## src/rtl/mod_det3x3_ctrl.sv

```systemverilog
// Shared arithmetic units plus the 3x3 determinant sequencer.
// Arithmetic is LARGURA-bit two's complement and wraps modulo 2^LARGURA.

// 2x2 determinant m00*m11 - m01*m10, truncated to LARGURA bits.
// Latency: combinational.
// Backpressure: none; the output follows the inputs.
module mod_determinante_2x2 #(
    parameter int LARGURA = 8
) (
    input  logic [LARGURA-1:0] m00,
    input  logic [LARGURA-1:0] m01,
    input  logic [LARGURA-1:0] m10,
    input  logic [LARGURA-1:0] m11,
    output logic [LARGURA-1:0] det
);
    assign det = m00 * m11 - m01 * m10;
endmodule

// Wrapping multiplier that keeps the low LARGURA bits of x*y.
// Latency: combinational.
// Backpressure: none; the output follows the inputs.
module mod_mult #(
    parameter int LARGURA = 8
) (
    input  logic [LARGURA-1:0] x,
    input  logic [LARGURA-1:0] y,
    output logic [LARGURA-1:0] p
);
    assign p = x * y;
endmodule

// 3x3 determinant by cofactor expansion along row 0, one minor per cycle.
// Latency: start sampled at edge k gives a done pulse in the cycle after edge k+3.
// Backpressure: start is ignored while busy or in FIM; nothing is queued.
module mod_det3x3_ctrl #(
    parameter int LARGURA = 8
) (
    input  logic                   clk,
    input  logic                   rst_n,
    input  logic                   start,
    input  logic [9*LARGURA-1:0]   matriz,
    output logic                   busy,
    output logic                   done,
    output logic [LARGURA-1:0]     resultado
);
    localparam int L = LARGURA;

    typedef enum logic [2:0] {OCIOSO, C0, C1, C2, FIM} estado_t;

    estado_t           estado;
    logic [9*L-1:0]    mat_q;
    logic [L-1:0]      acc;
    logic [L-1:0]      ea, eb, ec, ed, ee, ef, eg, eh, ei;
    logic [L-1:0]      m00, m01, m10, m11, menor;
    logic [L-1:0]      fator, prod;

    assign ea = mat_q[9*L-1:8*L];
    assign eb = mat_q[8*L-1:7*L];
    assign ec = mat_q[7*L-1:6*L];
    assign ed = mat_q[6*L-1:5*L];
    assign ee = mat_q[5*L-1:4*L];
    assign ef = mat_q[4*L-1:3*L];
    assign eg = mat_q[3*L-1:2*L];
    assign eh = mat_q[2*L-1:L];
    assign ei = mat_q[L-1:0];

    // Each step pairs one row-0 coefficient with the minor of its column.
    always_comb begin
        m00   = '0;
        m01   = '0;
        m10   = '0;
        m11   = '0;
        fator = '0;
        case (estado)
            C0: begin m00 = ee; m01 = ef; m10 = eh; m11 = ei; fator = ea; end
            C1: begin m00 = ed; m01 = ef; m10 = eg; m11 = ei; fator = eb; end
            C2: begin m00 = ed; m01 = ee; m10 = eg; m11 = eh; fator = ec; end
            default: ;
        endcase
    end

    mod_determinante_2x2 #(.LARGURA(L)) u_det2 (
        .m00 (m00),
        .m01 (m01),
        .m10 (m10),
        .m11 (m11),
        .det (menor)
    );

    mod_mult #(.LARGURA(L)) u_mult (
        .x (fator),
        .y (menor),
        .p (prod)
    );

    always_ff @(posedge clk or negedge rst_n) begin
        if (!rst_n) begin
            estado    <= OCIOSO;
            mat_q     <= '0;
            acc       <= '0;
            busy      <= 1'b0;
            done      <= 1'b0;
            resultado <= '0;
        end else begin
            case (estado)
                OCIOSO: begin
                    if (start) begin
                        mat_q  <= matriz;
                        acc    <= '0;
                        busy   <= 1'b1;
                        estado <= C0;
                    end
                end
                C0: begin
                    acc    <= prod;
                    estado <= C1;
                end
                C1: begin
                    acc    <= acc - prod;
                    estado <= C2;
                end
                C2: begin
                    resultado <= acc + prod;
                    done      <= 1'b1;
                    busy      <= 1'b0;
                    estado    <= FIM;
                end
                FIM: begin
                    done   <= 1'b0;
                    estado <= OCIOSO;
                end
                default: begin
                    busy   <= 1'b0;
                    done   <= 1'b0;
                    estado <= OCIOSO;
                end
            endcase
        end
    end
endmodule
```

## config.mk

```make
export PLATFORM = sky130hd
export DESIGN_NAME = mod_det3x3_ctrl
export DESIGN_NICKNAME = d
export VERILOG_FILES = /design/src/rtl/mod_det3x3_ctrl.sv
export SDC_FILE = /design/constraint.sdc
export NUM_CORES = 1
export LEC_CHECK = 0
export CORE_MARGIN = 2
export CORE_UTILIZATION = 41
export DETAILED_ROUTE_END_ITERATION = 10
export GPL_ROUTABILITY_DRIVEN = 0
export SLEW_MARGIN = 15
export SYNTH_ARGS = -nofsm -noshare
export SYNTH_HDL_FRONTEND = slang
export SYNTH_SLANG_ARGS = --single-unit
```

## constraint.sdc

```tcl
create_clock -name clk -period 20.7 [get_ports clk]
set_input_delay 2.07 -clock clk [delete_from_list [all_inputs] [get_ports clk]]
set_output_delay 2.07 -clock clk [all_outputs]
set_load 0.02 [all_outputs]
```

Word-level counts from Yosys, hierarchy flattened:

Index checks and enable logic that the tools add are counted.

* flip-flop bits (word level): 93
* input bits: 75
* output and inout port bits: 10
* word-level logic and storage cells: 39

* $add $sub $neg: 3
* multiply operators: 3
* equal/unequal tests: 5
* muxes and demuxes: 12
* bitwise logic cells: 1
* reduce and logical (&&, ||, !) cells: 9

Operator list (number)
* one-hot mux 8 bit (2 select lines): 4
* one-hot mux 8 bit (3 select lines): 2
* multiplier 8 x 8 -> 8 bit: 3
* subtractor 8 bit: 2
* one-hot mux 3 bit (4 select lines): 1
* adder 8 bit: 1
* two-way mux 8 bit: 1
* equality test 3 x 2 -> 1 bit, second input constant: 2
* AND reduction 2 bit: 3
* OR reduction 3 bit: 2
* one-hot mux 1 bit (2 select lines): 2
* OR reduction 2 bit: 2
* equality test 3 x 1 -> 1 bit, second input constant: 1
* equality test 3 bit, second input constant: 1
* zero test 3 bit: 1
* two-way mux 3 bit: 1
* nonzero test 3 bit: 1
* inequality test 2 bit, second input constant: 1
* two-way mux 1 bit: 1
* NOT 1 bit: 1

Logic depth before layout (Yosys ltp):

* depth in word-level cells: 8
* depth in mapped cells: 39
* gate-level depth less buffers: 36

By module:

Synthesis repeated with hierarchy kept, for this count alone.

* cells, all modules: 757
* area total of the unflattened synthesis: 7666.1 µm²

Modules (own cells, without submodules)
* mod_det3x3_ctrl: times used 1, cells each 426, area each 4797.1 µm², seq. area each 2327.2 µm²
* mod_determinante_2x2: times used 1, cells each 230, area each 1979.4 µm², seq. area each 0.0 µm²
* mod_mult: times used 1, cells each 101, area each 889.6 µm², seq. area each 0.0 µm²

Worst setup path after synthesis:

OpenSTA, ideal clock, no wires.

* kind: reg-to-reg
* start: register estado[2]
* end: register acc[7]
* setup time: 0.082 ns
* arrival: 8.482 ns
* data required time: 20.618 ns
* slack: 12.136 ns
* cell stages (with the launch flop): 36
* path buffers: 4
* period minus slack after synthesis: 8.564 ns
* cell sequence: dfrtp_1 buf_2 buf_2 buf_2 clkbuf_1 a21oi_1 and2_1 fa_1 ha_1 inv_1 fa_1 inv_1 fa_1 fa_1 inv_1 fa_1 inv_1 ha_1 inv_1 nor2_1 nor2_1 xor2_1 nor2_1 ha_1 ha_1 fa_1 fa_1 ha_1 a21oi_1 xor2_1 xnor2_1 xnor2_1 xnor2_1 xnor3_1 o22a_1 o211ai_2

* cells in the longest elaborated chain, start to end: 8
* elaborated cells on any way between the ends: 20
* those cells by class: add/sub (2); mul (3); eq/ne (4); mux (6); reduce/logical (5)

RTL lines
* start, declared: line 50 `estado_t estado;`
* start signal, assigned: line 98 `estado <= OCIOSO;`
* start signal, assigned: line 111 `estado <= C0;`
* start signal, assigned: line 116 `estado <= C1;`
* equality test 3 x 2 -> 1 bit, or another cell as far along: line 74 `case (estado)`
* OR reduction 2 bit (no source line)
* one-hot mux 8 bit (2 select lines): line 74
* multiplier 8 x 8 -> 8 bit: line 16 `assign det = m00 * m11 - m01 * m10;`
* subtractor 8 bit: line 16
* multiplier 8 x 8 -> 8 bit: line 29 `assign p = x * y;`
* subtractor 8 bit: line 119 `acc <= acc - prod;`
* one-hot mux 8 bit (3 select lines): line 105 `case (estado)`
* end signal, assigned: line 115 `acc <= prod;`
* end signal, assigned: line 119
* end, declared: line 52 `logic [L-1:0] acc;`

Parallel ways exist; a longest one is shown, timed or not.
A chain may end at the register's enable or synchronous reset.

Worst setup path after layout:

* start: register estado[1]
* end: register acc[7]

The elaborated chain is that of the path after synthesis.

==> flow_metrics.env <==
export IMPL_rows=50
export IMPL_clock_tree_from_tritoncts="done"
export IMPL_grt_antenna_before_repair=0
export IMPL_r2r_start="estado[1]"
export IMPL_die_area_mm2=0.0199
export IMPL_finalMaxSlewViolations=0
export IMPL_maxCapViolCount=0
export IMPL_synth_top_flop_cell="dfrtp_1"
export IMPL_critical_path_most_common_cell="fa_1"
export IMPL_yosysTopAreaCell="dfrtp_1"
export IMPL_post_synth_instance_area_mm2=0.00769
export IMPL_num_io_pins=85
export IMPL_end_kind="flip-flop"
export IMPL_1st_pass_router_iterations=4
export IMPL_clock_latency_ns=0.35
export IMPL_area_growth_synth_to_final_pct=17.4
export IMPL_cts_repair_resized=0
export IMPL_clock_sinks=93
export IMPL_clkTransAtPathRegs_ns=0.07
export IMPL_reg2reg_depth=27
export IMPL_detail_route_iter0_violations=301
export IMPL_worstReg2RegEnd="acc[7]"
export IMPL_wire_length_of_the_first_global_routing_pass_mm=30.8
export IMPL_yosys_cell_count_top_type="dfrtp_1"
export IMPL_die_y_um=141
export IMPL_drc=0
export IMPL_syn_nets=963
export IMPL_post_cts_repair_setup_buffers=0
export IMPL_antenna_violating_nets_post_route=0
export IMPL_cts_max_path_buffers=2
export IMPL_synth_top_cell_area_share_pct=30.3
export IMPL_crit_path_start="estado[1]"
export IMPL_fin_crit_ns=9.44
export IMPL_startpoint_type="flip-flop"
export IMPL_crit_required_ns=20.97
export IMPL_fraction_of_final_layout_cells_sized_beyond_drive_strength_1_pct=13.6
export IMPL_ys_top_cells_by_area="dfrtp_1 30%, fa_1 12%, mux2_2 12%"
export IMPL_fin_worst_skew_ns=0.00757
export IMPL_synth_async_reset_ratio_pct=100
export IMPL_setup_total_negative_slack_ns=0
export IMPL_most_frequent_cells_after_synthesis="93 x dfrtp_1, 84 x inv_1, 80 x mux2_2, 78 x nand2_1, 69 x nor2_1"
export IMPL_worst_pin_slew_ns=1.04
export IMPL_die_width_um=141
export IMPL_timing_final_setup_violations=0
export IMPL_hold_viol_final=0
export IMPL_edff_count_synth=0
export IMPL_critical_path_peak_fanout=59
export IMPL_wirelength_per_cell_um=17.0
export IMPL_totalWireLength_mm=18.5
export IMPL_vias=5650
export IMPL_maximum_number_of_pins_on_one_net_before_global_route_repair=74
export IMPL_global_route_usage_total_pct=19.6
export IMPL_design_final_nets=1034
export IMPL_slew_limit_headroom_pct=31.0
export IMPL_ctsRootBufferMaster="clkbuf_16"
export IMPL_htree_num_levels=3
export IMPL_via_count_of_the_first_global_routing_pass=5702
export IMPL_min_delay_worst_endpoint="resultado[1]"
export IMPL_worst_min_delay_path_class="reg -> reg"
export IMPL_start_util_pct=41.4
export IMPL_post_drt_via_cell_ratio=5.20
export IMPL_io_port_bufs=84
export IMPL_yosys_warnings=0
export IMPL_critical_path_arrival_ns=9.71
export IMPL_run_status="finished clean"
export IMPL_avgSynthCellArea_um2=9.91
export IMPL_ys_seq_elements=93
export IMPL_post_synth_inst_count=776
export IMPL_crit_path_top_delay_cell="xor2_2"
export IMPL_post_route_fraction_of_the_period_consumed_by_the_critical_path_pct=45.6
export IMPL_postCtsHoldBufs=0
export IMPL_antenna_diode_count=0
export IMPL_critical_path_class="reg -> reg"
export IMPL_yosysSeqAreaShare_pct=30.3
export IMPL_num_cts_buffers=9
export IMPL_core_area_mm2=0.0186
export IMPL_min_delay_start="resultado[1]"
export IMPL_setup_repair_after_global_routing_missed_its_margin="no"
export IMPL_synth_distinct_cells=46
export IMPL_reg_to_reg_setup_timing_slack_ns=11.26
export IMPL_detailed_place_hpwl_mm=14.2
export IMPL_critical_path_max_stage_delay_ns=0.68
export IMPL_max_freq_mhz=106
export IMPL_n_fill_cell=1785
export IMPL_holdPathStages=2
export IMPL_gr_total_overflow=0
==> layer usage <==
| layer | routed length, um | GRT usage (%) | vias to the layer above |
|---|---|---|---|
| met1 | 9340 | 29.2 | 2793 |
| met5 | 0 | 0 | - |
| met3 | 1000 | 3.50 | 11 |
| met2 | 7970 | 29.9 | 157 |
| li1 | - | - | 2689 |
| met4 | 184 | 4.05 | 0 |
==> worst max-delay path by stage <==
stage,endpoint,slack (ns),cells past startpoint
global placement,acc[7],11.43,27
global route,acc[7],10.74,33
floorplan,acc[7],12.14,35
finish,acc[7],11.26,27
CTS,acc[7],11.23,27
detailed placement,acc[7],11.28,27
==> sequential cells by signal (all words and copies together) (netlist names) <==
signal and cells:
acc 8, estado 3, done 1, resultado 8, busy 1, mat_q 72
==> area by class of cell <==
class                   instances  area [um^2]  share of cell area, %
clock buffers                  10          239                   2.65
clock inverters                 6         68.8                  0.762
repair buffers                 89          876                   9.70
inverters                      85          319                   3.53
well taps                     234          293                   3.24
flip-flops and latches         93         2330                   25.8
multi-input cells             569         4910                   54.3
==> logic make-up (layout without fill, tap and decap cells) <==
kind of cell	count (synthesis)	after routing	share of synthesized area [%]
xor gates and xnor gates	62	62	7.61
and+or+nand+nor	218	218	12.9
DFF	93	93	30.3
muxes	84	84	12.2
adders and majority gates	112	112	22.8
AOI/OAI and AO/OA	93	93	8.18
buffers and inverters	114	190	6.02
==> stage by stage <==
stage          utilization (%)  hold WS [ns]  std cells  instance area [um^2]  setup slack (ns)
2_1_floorplan                -         0.473        776                  7690             12.14
3_3_place_gp              46.9         0.465       1070                  8720             11.43
3_5_place_dp              46.9         0.476       1070                  8720             11.28
4_1_cts                   48.6         0.494       1086                  9030             11.23
5_1_grt                   48.6         0.521       1086                  9030             10.74
6_report                  48.6         0.482       1086                  9030             11.26
==> cells in the final DEF, fill, tap and decap left out, types with 2 or more instances in the layout <==
cell             synthesis  layout
fa_1                    47      47
a21o_1                  14      14
nor3_1                   9       9
nand3b_1                13      13
or2_2                    4       4
o21ai_0                 13      13
ha_1                    65      65
dfrtp_1                 93      92
nor2b_1                 12      12
nand2_1                 78      78
mux2_2                  80      80
a21oi_1                 28      28
inv_1                   84      84
a211oi_2                 2       2
mux2i_1                  3       3
inv_6                    0       2
o21ai_1                  2       2
clkbuf_16                0       9
xor2_1                   9       9
a22o_1                   3       3
and2_1                  19      19
nand3_1                  8       8
nor2_1                  69      69
xnor3_1                  2       2
buf_4                    6       6
a22oi_1                 10      10
o21bai_1                 6       6
a32o_1                   2       2
xnor2_1                 49      49
a221o_1                  3       3
clkdlybuf4s50_1          0      83
a32oi_1                  5       5
==> critical path, delay by kind of cell (launching register included) <==
kind	cells	cell delay, ns
XOR/XNOR	7	1.98
flip-flops	1	0.34
buffers and inverters	2	0.52
AND/OR/NAND/NOR	2	0.44
AO/OA/AOI/OAI	4	0.83
adder cells (fa/ha/maj)	12	5.25
Power is not shown: default switching activity piles up to over one toggle a cycle in this logic, so the estimate is an artifact.
